File: src/rtl/pc_pkg.sv
// ============================================================================
// Module      : pc_pkg
// Description : Shared constants for the IF-stage program-counter generator.
// Revision    : 1.0  initial release
// ============================================================================
`default_nettype none

package pc_pkg;

    // Sequencer state encoding
    localparam logic [0:0] BOOT = 1'b0;
    localparam logic [0:0] RUN  = 1'b1;

    localparam int DEFAULT_FETCH_BYTES = 4;
    localparam int FETCH_SHIFT         = $clog2(DEFAULT_FETCH_BYTES);

    // Values shared with the legacy def.v header
    localparam logic ChipEnable  = 1'b1;
    localparam logic ChipDisable = 1'b0;
    localparam logic Branch      = 1'b1;
    localparam logic NoStop      = 1'b0;

    // Number of alignment bits for a given fetch size
    function automatic int fetch_shift(input int bytes);
        return (bytes <= 1) ? 0 : $clog2(bytes);
    endfunction

endpackage

`default_nettype wire

File: src/rtl/pc_gen_if.sv
// ============================================================================
// Module      : pc_gen_if
// Description : Control/branch inputs and fetch outputs of the PC generator.
// Revision    : 1.0  initial release
// ============================================================================
`default_nettype none

interface pc_gen_if #(
    parameter int PC_W = 32
);
    logic [5:0]      stall;
    logic            flush;
    logic [PC_W-1:0] new_pc;
    logic            branch_flag_i;
    logic [PC_W-1:0] branch_target_address_i;
    logic [PC_W-1:0] pc;
    logic            ce;
    logic            redirect_pending_o;
    logic            misalign_o;

    modport master (
        output stall, flush, new_pc, branch_flag_i, branch_target_address_i,
        input  pc, ce, redirect_pending_o, misalign_o
    );

    modport slave (
        input  stall, flush, new_pc, branch_flag_i, branch_target_address_i,
        output pc, ce, redirect_pending_o, misalign_o
    );
endinterface

`default_nettype wire

File: src/rtl/pc_redirect_latch.sv
// ============================================================================
// Module      : pc_redirect_latch
// Description : Holds one pending redirect target; capture overwrites, clear wins.
// Revision    : 1.0  initial release
// ============================================================================
`default_nettype none

module pc_redirect_latch #(
    parameter int W = 32
) (
    input  wire logic         clk,
    input  wire logic         rst,
    input  wire logic         capture,
    input  wire logic         clear,
    input  wire logic [W-1:0] target_in,
    output logic              valid,
    output logic [W-1:0]      target
);
    logic         r_valid;
    logic [W-1:0] r_target;

    always_ff @(posedge clk or negedge rst) begin
        if (!rst) begin
            r_valid  <= 1'b0;
            r_target <= '0;
        end else if (clear) begin
            r_valid  <= 1'b0;
        end else if (capture) begin
            r_valid  <= 1'b1;
            r_target <= target_in;
        end
    end

    assign valid  = r_valid;
    assign target = r_target;
endmodule

`default_nettype wire

File: src/rtl/pc_gen.sv
// ============================================================================
// Module      : pc_gen
// Description : IF-stage PC generator with boot sequencer and redirect priority.
//               Optional misaligned-target flag enabled by PC_MISALIGN_EN.
// Revision    : 1.0  initial release
// ============================================================================
`default_nettype none

module pc_gen
    import pc_pkg::*;
#(
    parameter int          PC_W        = 32,
    parameter logic [31:0] RESET_PC    = 32'h0000_0000,
    parameter int          FETCH_BYTES = 4,
    parameter int          BOOT_CYCLES = 1
) (
    input  wire logic clk,
    input  wire logic rst,
    pc_gen_if.slave   bus
);
    localparam int              c_shift    = fetch_shift(FETCH_BYTES);
    localparam logic [PC_W-1:0] c_reset_pc = PC_W'(RESET_PC);
    localparam logic [PC_W-1:0] c_inc      = PC_W'(FETCH_BYTES);
    localparam logic [3:0]      c_boot_end = 4'(BOOT_CYCLES - 1);

    logic [0:0]      r_state;
    logic [3:0]      r_boot_cnt;
    logic [PC_W-1:0] r_pc;
    logic            r_ce;

    logic            w_stall_if;
    logic            w_pc_upd;
    logic [PC_W-1:0] w_pc_next;
    logic            w_pend_cap;
    logic            w_pend_clr;
    logic            w_pend_valid;
    logic [PC_W-1:0] w_pend_target;

    assign w_stall_if = (bus.stall[0] != NoStop);

    always_comb begin
        w_pc_upd   = 1'b0;
        w_pc_next  = r_pc;
        w_pend_cap = 1'b0;
        w_pend_clr = 1'b0;
        if (r_state == RUN) begin
            if (bus.flush) begin
                w_pc_upd   = 1'b1;
                w_pc_next  = bus.new_pc;
                w_pend_clr = 1'b1;
            end else if (w_stall_if) begin
                w_pend_cap = (bus.branch_flag_i == Branch);
            end else if (bus.branch_flag_i == Branch) begin
                w_pc_upd   = 1'b1;
                w_pc_next  = bus.branch_target_address_i;
                w_pend_clr = 1'b1;
            end else if (w_pend_valid) begin
                w_pc_upd   = 1'b1;
                w_pc_next  = w_pend_target;
                w_pend_clr = 1'b1;
            end else begin
                w_pc_upd   = 1'b1;
                w_pc_next  = r_pc + c_inc;
            end
        end
    end

    // Boot sequencer: pc stays at the reset vector until ce is raised
    always_ff @(posedge clk or negedge rst) begin
        if (!rst) begin
            r_state    <= BOOT;
            r_boot_cnt <= 4'd0;
            r_ce       <= ChipDisable;
            r_pc       <= c_reset_pc;
        end else begin
            case (r_state)
                BOOT: begin
                    r_boot_cnt <= r_boot_cnt + 4'd1;
                    if (r_boot_cnt == c_boot_end) begin
                        r_state <= RUN;
                        r_ce    <= ChipEnable;
                    end
                end
                default: begin
                    if (w_pc_upd) begin
                        r_pc <= w_pc_next;
                    end
                end
            endcase
        end
    end

    pc_redirect_latch #(
        .W (PC_W)
    ) u_pending (
        .clk       (clk),
        .rst       (rst),
        .capture   (w_pend_cap),
        .clear     (w_pend_clr),
        .target_in (bus.branch_target_address_i),
        .valid     (w_pend_valid),
        .target    (w_pend_target)
    );

    assign bus.pc                 = r_pc;
    assign bus.ce                 = r_ce;
    assign bus.redirect_pending_o = w_pend_valid;

`ifdef PC_MISALIGN_EN
    logic r_misalign;
    logic w_redirect;
    logic w_tgt_mis;

    // Any pc load other than the sequential increment is a redirect
    assign w_redirect = w_pc_upd &
                        (bus.flush | (bus.branch_flag_i == Branch) | w_pend_valid);

    generate
        if (c_shift > 0) begin : g_mis_chk
            assign w_tgt_mis = |w_pc_next[c_shift-1:0];
        end else begin : g_mis_none
            assign w_tgt_mis = 1'b0;
        end
    endgenerate

    always_ff @(posedge clk or negedge rst) begin
        if (!rst) begin
            r_misalign <= 1'b0;
        end else if (w_pc_upd) begin
            r_misalign <= w_redirect & w_tgt_mis;
        end
    end

    assign bus.misalign_o = r_misalign;
`else
    assign bus.misalign_o = 1'b0;
`endif
endmodule

`default_nettype wire

File: src/flat_wrapper.sv
// flat-port wrapper written by rule: the top's interface ports become plain ports
module pc_gen_flat import pc_pkg::*;
#(
    parameter int          PC_W        = 32,
    parameter logic [31:0] RESET_PC    = 32'h0000_0000,
    parameter int          FETCH_BYTES = 4,
    parameter int          BOOT_CYCLES = 1
)
  (clk, rst, bus_stall, bus_flush, bus_new_pc, bus_branch_flag_i, bus_branch_target_address_i, bus_pc, bus_ce, bus_redirect_pending_o, bus_misalign_o);
  pc_gen_if #(.PC_W(PC_W)) bus_i ();
  input  wire logic clk;
  input  wire logic rst;
  input wire logic [$bits(bus_i.stall)-1:0] bus_stall;
  input wire logic [$bits(bus_i.flush)-1:0] bus_flush;
  input wire logic [$bits(bus_i.new_pc)-1:0] bus_new_pc;
  input wire logic [$bits(bus_i.branch_flag_i)-1:0] bus_branch_flag_i;
  input wire logic [$bits(bus_i.branch_target_address_i)-1:0] bus_branch_target_address_i;
  output wire logic [$bits(bus_i.pc)-1:0] bus_pc;
  output wire logic [$bits(bus_i.ce)-1:0] bus_ce;
  output wire logic [$bits(bus_i.redirect_pending_o)-1:0] bus_redirect_pending_o;
  output wire logic [$bits(bus_i.misalign_o)-1:0] bus_misalign_o;
  assign bus_i.stall = bus_stall;
  assign bus_i.flush = bus_flush;
  assign bus_i.new_pc = bus_new_pc;
  assign bus_i.branch_flag_i = bus_branch_flag_i;
  assign bus_i.branch_target_address_i = bus_branch_target_address_i;
  assign bus_pc = bus_i.pc;
  assign bus_ce = bus_i.ce;
  assign bus_redirect_pending_o = bus_i.redirect_pending_o;
  assign bus_misalign_o = bus_i.misalign_o;
  pc_gen #(.PC_W(PC_W), .RESET_PC(RESET_PC), .FETCH_BYTES(FETCH_BYTES), .BOOT_CYCLES(BOOT_CYCLES)) u_core (.clk(clk), .rst(rst), .bus(bus_i));
endmodule
File: config.mk
export PLATFORM = sky130hd
export DESIGN_NAME = pc_gen_flat
export DESIGN_NICKNAME = d
export VERILOG_FILES = /design/src/rtl/pc_pkg.sv /design/src/rtl/pc_gen_if.sv /design/src/rtl/pc_redirect_latch.sv /design/src/rtl/pc_gen.sv /design/src/flat_wrapper.sv
export SDC_FILE = /design/constraint.sdc
export NUM_CORES = 1
export LEC_CHECK = 0
export CAP_MARGIN = 40
export CORE_MARGIN = 3
export CORE_UTILIZATION = 40
export DETAILED_ROUTE_END_ITERATION = 8
export PLACE_DENSITY = 0.68
export SLEW_MARGIN = 0
export SYNTH_ARGS = -nofsm -noshare
export SYNTH_HDL_FRONTEND = slang
export SYNTH_SLANG_ARGS = --single-unit
File: constraint.sdc
create_clock -name clk -period 4.3 [get_ports clk]
set_input_delay 1.29 -clock clk [delete_from_list [all_inputs] [get_ports clk]]
set_output_delay 1.29 -clock clk [all_outputs]
set_load 0.1 [all_outputs]
# Word level (Yosys, flattened, before mapping)
# Cells that the tools add are included.
[op_classes]
n_eq_ne = 1
mux = 19
n_addsub = 2
bitwise = 2
n_reduce_logical = 5
[op_table]
columns = ["cell", "count"]
rows = [
  ["$mux 32", 4],
  ["$add 32x3->32 const B", 1],
  ["$mux 1", 15],
  ["$add 4x1->4 const B", 1],
  ["$logic_not 4->1", 1],
  ["$reduce_and 2->1", 2],
  ["$reduce_and 3->1", 1],
  ["$ne 2x1->1 const B", 1],
  ["$not 1->1", 2],
  ["$reduce_bool 2->1", 1],
]
[totals]
register_bits = 71
word_cells = 35

# Depth between registers and ports, before layout
# Gate-level depths: netlist of run 1.
[logic_depth]
ltp_word = 7
mapped_depth = 7
depth_no_buf = 6

# Modules after synthesis
# From an unflattened synthesis of run 1, not the netlist that was laid out.
[hier_totals]
cells_unflattened = 451
area_unflattened_um2 = 4420.5
[modules_own_cells]
columns = ["module", "instances", "seq_area_each_um2", "area_per_inst_um2", "cells_each"]
rows = [
  ["pc_gen", 1, 950.9, 3029.2, 379],
  ["pc_redirect_latch", 1, 825.8, 1391.3, 72],
]

# Worst setup path after synthesis of run 1
# No wires, ideal clock.
[synth_path]
kind = "input port to flip-flop"
from = "input port bus_branch_flag_i"
to = "register u_core.r_pc[9], in the netlist u_core.bus.pc[9]"
setup_time_ns = 0.095
arrival_time_ns = 2.484
cell_stages = 6
setup_slack_ns = 1.721
path_cell_list = "buf_2 or2_2 clkbuf_1 clkbuf_1 o31a_1 o31ai_1"
[synth_via]
elab_chain_len = 3
[synth_rtl]
columns = ["item", "line_no", "source"]
rows = [
  ["from (decl)", "flat_wrapper.sv:16", "input wire logic [$bits(bus_i.branch_flag_i)-1:0] bus_branch_flag_i;"],
  ["$mux 32", "pc_gen.sv:53", "end else if (bus.branch_flag_i == Branch) begin"],
  ["$mux 32", "pc_gen.sv:51", "end else if (w_stall_if) begin"],
  ["$mux 32", "pc_gen.sv:47", "if (bus.flush) begin"],
  ["to (signal assigned)", "pc_gen.sv:74", "r_pc <= c_reset_pc;"],
  ["to (signal assigned)", "pc_gen.sv:86", "r_pc <= w_pc_next;"],
  ["to (decl)", "pc_gen.sv:28", "logic [PC_W-1:0] r_pc;"],
]
# Every way passes these cells. The select of a mux whose other input is x is not followed.
# A chain may end at the register's enable or synchronous reset.

# Final worst setup path of run 1
[layout_path]
from = "input port bus_branch_flag_i"
to = "register u_core.u_pending.r_target[20], in the netlist u_core.u_pending.target[20]"
[layout_via]
elab_chain_len = 6
word_cells_on_any_way = 9
[layout_rtl]
columns = ["item", "line_no", "source"]
rows = [
  ["$mux 1", "pc_gen.sv:53", ""],
  ["$mux 1", "pc_gen.sv:51", ""],
  ["$mux 1", "pc_gen.sv:47", ""],
  ["$mux 1", "pc_gen.sv:46", "if (r_state == RUN) begin"],
  ["$not 1->1 (no line)", "--", ""],
  ["$reduce_and 2->1 (no line) (*)", "--", ""],
  ["to (signal assigned)", "pc_redirect_latch.sv:30", "r_target <= target_in;"],
  ["to (decl)", "pc_redirect_latch.sv:20", "logic [W-1:0] r_target;"],
]
# Mark *: on every way between the ends. The rest lies on a longest branch, timed or not.

==> summary.md, run 1 <==
| Metric | Value |
|---|---|
| RSZ-0062 raised after global routing | no |
| Slew @ Worst Pin | 675 ps |
| Post-CTS Setup Inserts | 0 |
| Clock Tree Buf Depth | 2 |
| Syn_area_per_cell | 9.62 µm² |
| Number of synthesized flops with an enable pin | 0 |
| Worst skew pair latency | 350 ps |
| Status | completed |
| Top-area cell type share of the netlist area | 0.423 |
| Endpoints failing hold | 0 |
| Post-Syn Instances | 437 |
| Via-to-Cell Ratio | about 6.0 |
| Initial core utilization | 0.420 |
| Slew Limit Fails | 0 |
| Post-Place Cell Area | just under 6000 µm² |
| Power share of the clock group | 0.259 |
| Core Region | 10000 µm² |
| Routed wire length | 13100 µm |
| Initial antenna violation count | 0 |
| Worst slew margin | 0.548 |
| Seq cells post-synth | 71 |
| Register area share after synthesis | 0.423 |
| Layout cells sized above 1 | 0.190 |
| DRC | 0 |
| Critical Path Sink Type | register |
| CTS hold repair buffers | 0 |
| Synth top area cells | dfrtp_1 42%, mux2_2 8.8%, a221oi_1 4.4% |
| CTS H-tree depth | 3 |
| Power Dens Cells | slightly below 400 nW/µm² |
| Commonest non-fill, non-tap cells in the layout | 99 x clkdlybuf4s50_1, 71 x dfrtp_1, 33 x mux2_2, 31 x nor2_1, 31 x o21ai_0 |
| GPL Wtd Cong | ~0.82 |
| Sink Count | 71 |
| Synth Cell Area | 4200 µm² |
| Final Critical Period | 3160 ps |
| Io pins | 109 |
| Max rail drop VDD | 0.000320 V |
| R2r setup slk | about 2000 ps |
| Mapped Nets | 514 |
| Crit-path max FO | 25 |
| Resized Gates After CTS | 0 |
| Post-synth ARST share | 1.00 |
| Chip height | 109 µm |
| Synth Warn # | 0 |
| Reg area | 1780 µm² |
| Final ANT Viol Nets | 0 |
| Antenna cell count | 0 |
| Startpoint types | primary input |
| Fillcell total | 857 |
| Max-cap viol count | 0 |
| Setup WS pre-CTS | 811 ps |
| DR pass1 iterations | 6 |
| Sw power | 0.896 mW |
| TritonCTS buffer count | 9 |
| HP Class | register to register |
| Largest net degree at the start of global routing | 46 |
| DP HPWL | slightly above 9000 µm |
| First-pass GRT wire length | 20900 µm |
| Clock slew at reported path FFs | 70 ps |
| Worst Path Required | 4530 ps |
| Power Internal | 1.51 mW |
| Vias post-DR | 4189 |
| Period utilization | 0.735 |
| Cell variety after synth | 64 |
| Placement Rows | 36 |
| Worst setup margin | 1140 ps |
| Area of the multi-input gates | 2220 µm² |
| TritonCTS clock tree | yes |
| Worst clock skew | approximately 14 ps |
| Leakage dissipation | ~2.5 nW |
| Setup-failing EPs final | 0 |
| Nets | 635 |
| Seq pwr share | 0.360 |
| Cell taking the most area after synthesis | dfrtp_1 |
| Gr ovfl total | 0 |
| Root Driver | clkbuf_8 |
| Vias in the first global route | slightly above 4000 |
| Sw frac | 0.373 |
| Chip width | 109 µm |
| IO buf count | 102 |
| Main flop type after synthesis | dfrtp_1 |
| Commonest non-fill, non-tap cell in the layout | clkdlybuf4s50_1 |
| DR WL/cell | 18.8 µm |
| Fmax | roughly 0.32 GHz |
| Setup_tns | 0 ps |
| Gate power share | 0.381 |
| Overall Global Routing Usage | 0.226 |
| Total Die Area | roughly 12000 µm² |
| DRT iter0 DRCs | 353 |
| Area Overhead vs Synth | 45.0% |
| Final Cell Area | approximately 6000 µm² |
| WP data arrival | 3390 ps |
| Setup Crit Path Kind | primary input to register |
-- Yosys cell counts (10+ instances only) --
cell and count:
a21oi_1 10, o31ai_1 17, nand2_1 27, nand2b_1 11
buf_2 15, mux2_2 33, a221oi_1 21, clkbuf_1 18
o21ai_0 32, nand3_1 12, nor2_1 31, dfrtp_1 71
-- final timing paths --
path	depth (start not counted)	endpoint	start
setup / recovery	5	u_core.u_pending.target[20]	bus_branch_flag_i
max in group asynchronous	2	u_core.u_pending.target[26]	rst
setup reg to reg	6	u_core.bus.pc[30]	u_core.bus.pc[2]
min in group asynchronous	2	u_core.u_pending.target[13]	rst
hold reg to reg	2	u_core.bus.pc[0]	u_core.bus.pc[0]
hold / removal	2	u_core.bus.pc[0]	u_core.bus.pc[0]
-- area by class of cell --
class,count,share of cell area
inverters,10,0.00616
flip-flops and latches,71,0.292
clock inverters,4,0.0125
well taps,133,0.0273
repair buffers,148,0.272
clock buffers,12,0.0255
multi-input cells,318,0.365
-- power groups by stage --
stage	Clock (mW)	Sequential (mW)	Combinational, mW
after floorplan	0	1.15	0.235
after global placement	0	0.867	0.751
after detailed placement	0	0.873	0.918
after CTS	0.634	0.860	0.920
after global routing	0.669	0.877	0.962
final	0.622	0.864	0.916
-- logic make-up (layout without fill, tap and decap cells) --
group,count (synthesis),count (layout),synth area share
muxes,36,36,0.0956
buffers and inverters,48,174,0.0491
DFF,71,71,0.423
adders and majority gates,3,3,0.00893
and+or+nand+nor,133,133,0.169
xor gates and xnor gates,5,5,0.0104
AOI/OAI and AO/OA,140,140,0.244
other,1,1,0.000892
-- sequential cells by signal, indices dropped and copies added, names as in the netlist --
register and count:
u_core.bus.ce 1, u_core.bus.pc 32, u_core.u_pending.valid 1, u_core.r_state 1, u_core.u_pending.target 32, u_core.r_boot_cnt 4
-- stage by stage --
stage                     total power, mW  utilization  instances  hold slack, ps
after global routing                 2.51        0.609        696             505
after CTS                            2.41        0.609        696             484
final                                2.40        0.609        696             482
after global placement               1.62        0.531        645             462
after floorplan                      1.39            -        437             447
after detailed placement             1.79        0.586        680             468
-- worst max-delay path: stages --
cell and delay, ps:
clkdlybuf4s50_1 790, nor2b_1 230, nand3_1 420, buf_12 350, mux2_2 290
-- routing by layer --
layer,GRT usage,wire length [µm],part of all wire
met1,0.296,5540,0.42
met2,0.378,6510,0.50
met3,0.0496,856,0.065
met4,0.0559,166,0.013
met5,0,0,0
No activity file was read; power rests on OpenSTA's default activity.
==> inputs of run 2 (changes only) <==
Clock period 4.3 ns to 3.1 ns, I/O delays scaled along.
==> summary.md, run 2 (synthesis gave the netlist of run 1 again) <==
| Metric | Value |
|---|---|
| Status | completed (unchanged) |
| Vias post-DR | 4016 (was 4189) |
| DRC | 0 (unchanged) |
| Gate power share | 0.321 (was 0.381) |
| Worst reg2reg path depth | 6 (unchanged) |
| Worst clock skew | 7.91 ps (was 13.6 ps) |
| TritonCTS clock tree | yes (unchanged) |
| Final Critical Period | 2590 ps |
| DR WL met3 | 857 µm (was 856 µm) |
| Post-CTS Setup Inserts | 0 (unchanged) |
| Overall Global Routing Usage | 0.221 (was 0.226) |
| Startpoint types | primary input (unchanged) |
| R2r setup slk | 830 ps (was 2040 ps) |
| Chip width | 109 µm (unchanged) |
| Routed wire length | 12900 µm (was 13100 µm) |
| GPL Wtd Cong | 0.832 (was 0.823) |
| Area Overhead vs Synth | 32.2% (was 45.0%) |
| Chip height | 109 µm (unchanged) |
| DP HPWL | 9190 µm (was 9350 µm) |
| Endpoints failing hold | 0 (unchanged) |
| DR WL met2 | 6250 µm (was 6510 µm) |
| Leakage dissipation | 2.27 nW (was 2.46 nW) |
| Max rail drop VDD | 0.000291 V (was 0.000320 V) |
| Placement Rows | 36 (unchanged) |
| Period utilization | 0.835 |
| Crit path depth | 6 (was 5) |
| Delay of the slowest critical-path stage | 700 ps (was 790 ps) |
| Setup-failing EPs final | 0 (unchanged) |
| Slew Limit Fails | 0 (unchanged) |
| Commonest non-fill, non-tap cell in the layout | dfrtp_1 (was clkdlybuf4s50_1) |
| Fmax | 0.387 GHz |
| Design Power | 3.24 mW (was 2.40 mW) |
| Total Die Area | 11800 µm² (unchanged) |
| Sw power | 1.20 mW (was 0.896 mW) |
| Nets | 607 (was 635) |
| DR pass1 iterations | 5 (was 6) |
| Vias in the first global route | 3918 (was 4123) |
| Setup Crit Path Kind | primary input to register (unchanged) |
| DRT iter0 DRCs | 198 (was 353) |
| Buf/Inv on CP | 1 (was 2) |
| Slew @ Worst Pin | 523 ps (was 675 ps) |
| DR WL/cell | 19.3 µm (was 18.8 µm) |
| Final ANT Viol Nets | 0 (unchanged) |
| Clock Tree Buf Depth | 2 (unchanged) |
| Worst skew pair latency | 350 ps (about the same) |
| CTS hold repair buffers | 0 (unchanged) |
| Gr ovfl total | 0 (unchanged) |
| Worst R2R End | u_core.bus.pc[30] (unchanged) |
| Power share of the clock group | 0.309 (was 0.259) |
| Initial core utilization | 0.420 (unchanged) |
| Critical-path top delay cell | clkdlybuf4s50_1 (unchanged) |
| Antenna cell count | 0 (unchanged) |
| Max-cap viol count | 0 (unchanged) |
| IO buf count | 102 (unchanged) |
| Sink Count | 71 (unchanged) |
| Core Region | 10000 µm² (unchanged) |
| RSZ-0062 raised after global routing | no (unchanged) |
| Critical Path Sink Type | register (unchanged) |
| Via-to-Cell Ratio | 6.01 (was 6.02) |
| Commonest non-fill, non-tap cells in the layout | 71 x dfrtp_1, 66 x clkdlybuf4s50_1, 50 x buf_4, 33 x mux2_2 (was 99 x clkdlybuf4s50_1, 71 x dfrtp_1, 33 x mux2_2, 31 x nor2_1, 31 x o21ai_0) |
| Crit path cell chain | clkdlybuf4s50_1 -> nor2b_1 -> a221o_1 -> nor3_1 -> and4_1 -> a2111oi_0 (was clkdlybuf4s50_1 -> nor2b_1 -> nand3_1 -> buf_12 -> mux2_2) |
| Fillcell total | 906 (was 857) |
| Setup_tns | 0 ps (unchanged) |
| M1 WL | 5590 µm (was 5540 µm) |
| Io pins | 109 (unchanged) |
| Initial antenna violation count | 0 (unchanged) |
| Resized Gates After CTS | 0 (unchanged) |
| Sw frac | 0.370 (was 0.373) |
| Layout cells sized above 1 | 0.209 (was 0.190) |
| Highest routed layer | met4 (unchanged) |
| Worst Path Required | 3310 ps (was 4530 ps) |
| Power Dens Cells | 584 nW/µm² (was 394 nW/µm²) |
| Power Internal | 2.04 mW (was 1.51 mW) |
| Largest net degree at the start of global routing | 45 (was 46) |
| First-pass GRT wire length | 20300 µm (was 20900 µm) |
| WP data arrival | 2800 ps (was 3390 ps) |
| Worst slew margin | 0.651 (was 0.548) |
| Top delay family on crit path | buffers and inverters (unchanged) |
| CTS H-tree depth | 3 (unchanged) |
| TritonCTS buffer count | 9 (unchanged) |
| Clock slew at reported path FFs | 80 ps (was 70 ps) |
| Reg2Reg Launch Point | u_core.bus.pc[2] (unchanged) |
| HP Class | primary input to async pin (was register to register) |
| Crit-path max FO | 10 (was 25) |
| Seq pwr share | 0.370 (was 0.360) |
| Root Driver | clkbuf_8 (unchanged) |
[run 2: changes by cell type in the layout (fill, tap and decap cells not counted), moves of 2 or more]
cell / before / now
buf_8: 30 / 1
buf_4: 11 / 50
bufinv_16: 2 / 4
clkdlybuf4s50_1: 99 / 66
buf_16: 3 / 0
buf_6: 2 / 0
[run 2: layer usage]
layer,GRT usage,vias to the layer above
met5,0,-
met4,0.0631,0
met3,0.0525,16
met2,0.355,156
met1,0.296,1973
li1,-,1871
[run 2: power by group through the flow]
| stage | combinational, mW | clock, mW | sequential [mW] |
|---|---|---|---|
| finish | 1.04 | 1.00 | 1.20 |
| global route | 1.10 | 1.06 | 1.22 |
| CTS | 1.05 | 1.02 | 1.20 |
| detailed placement | 1.04 | 0 | 1.21 |
| global placement | 1.03 | 0 | 1.21 |
| floorplan | 0.326 | 0 | 1.60 |
[run 2: cell type report]
cell class,count,area (µm²),share of cell area
multi-input combinational,318,2220,0.400
sequential,71,1780,0.320
timing repair buffer,120,1080,0.195
tap,133,166,0.0300
clock buffer,11,141,0.0255
clock inverter,5,129,0.0232
inverter,10,37.5,0.00676
[run 2: worst max-delay path by stage]
stage	slack, ps	start	endpoint
2_1_floorplan	620	u_core.bus.pc[2]	u_core.bus.pc[26]
3_3_place_gp	120	bus_branch_flag_i	u_core.bus.pc[12]
3_5_place_dp	130	bus_branch_flag_i	u_core.bus.pc[30]
4_1_cts	540	bus_branch_flag_i	u_core.bus.pc[30]
5_1_grt	290	bus_branch_flag_i	u_core.bus.pc[30]
6_report	510	bus_branch_flag_i	u_core.bus.pc[30]
[run 2: metrics by stage]
step / setup slack [ps] / std cells / hold WS (ps) / area (µm²) / utilization
floorplan: 620 / 437 / 447 / 4200 / -
global placement: 118 / 651 / 461 / 5270 / 0.527
detailed placement: 128 / 652 / 466 / 5290 / 0.529
CTS: 543 / 668 / 395 / 5560 / 0.556
global route: 293 / 668 / 396 / 5560 / 0.556
finish: 513 / 668 / 411 / 5560 / 0.556
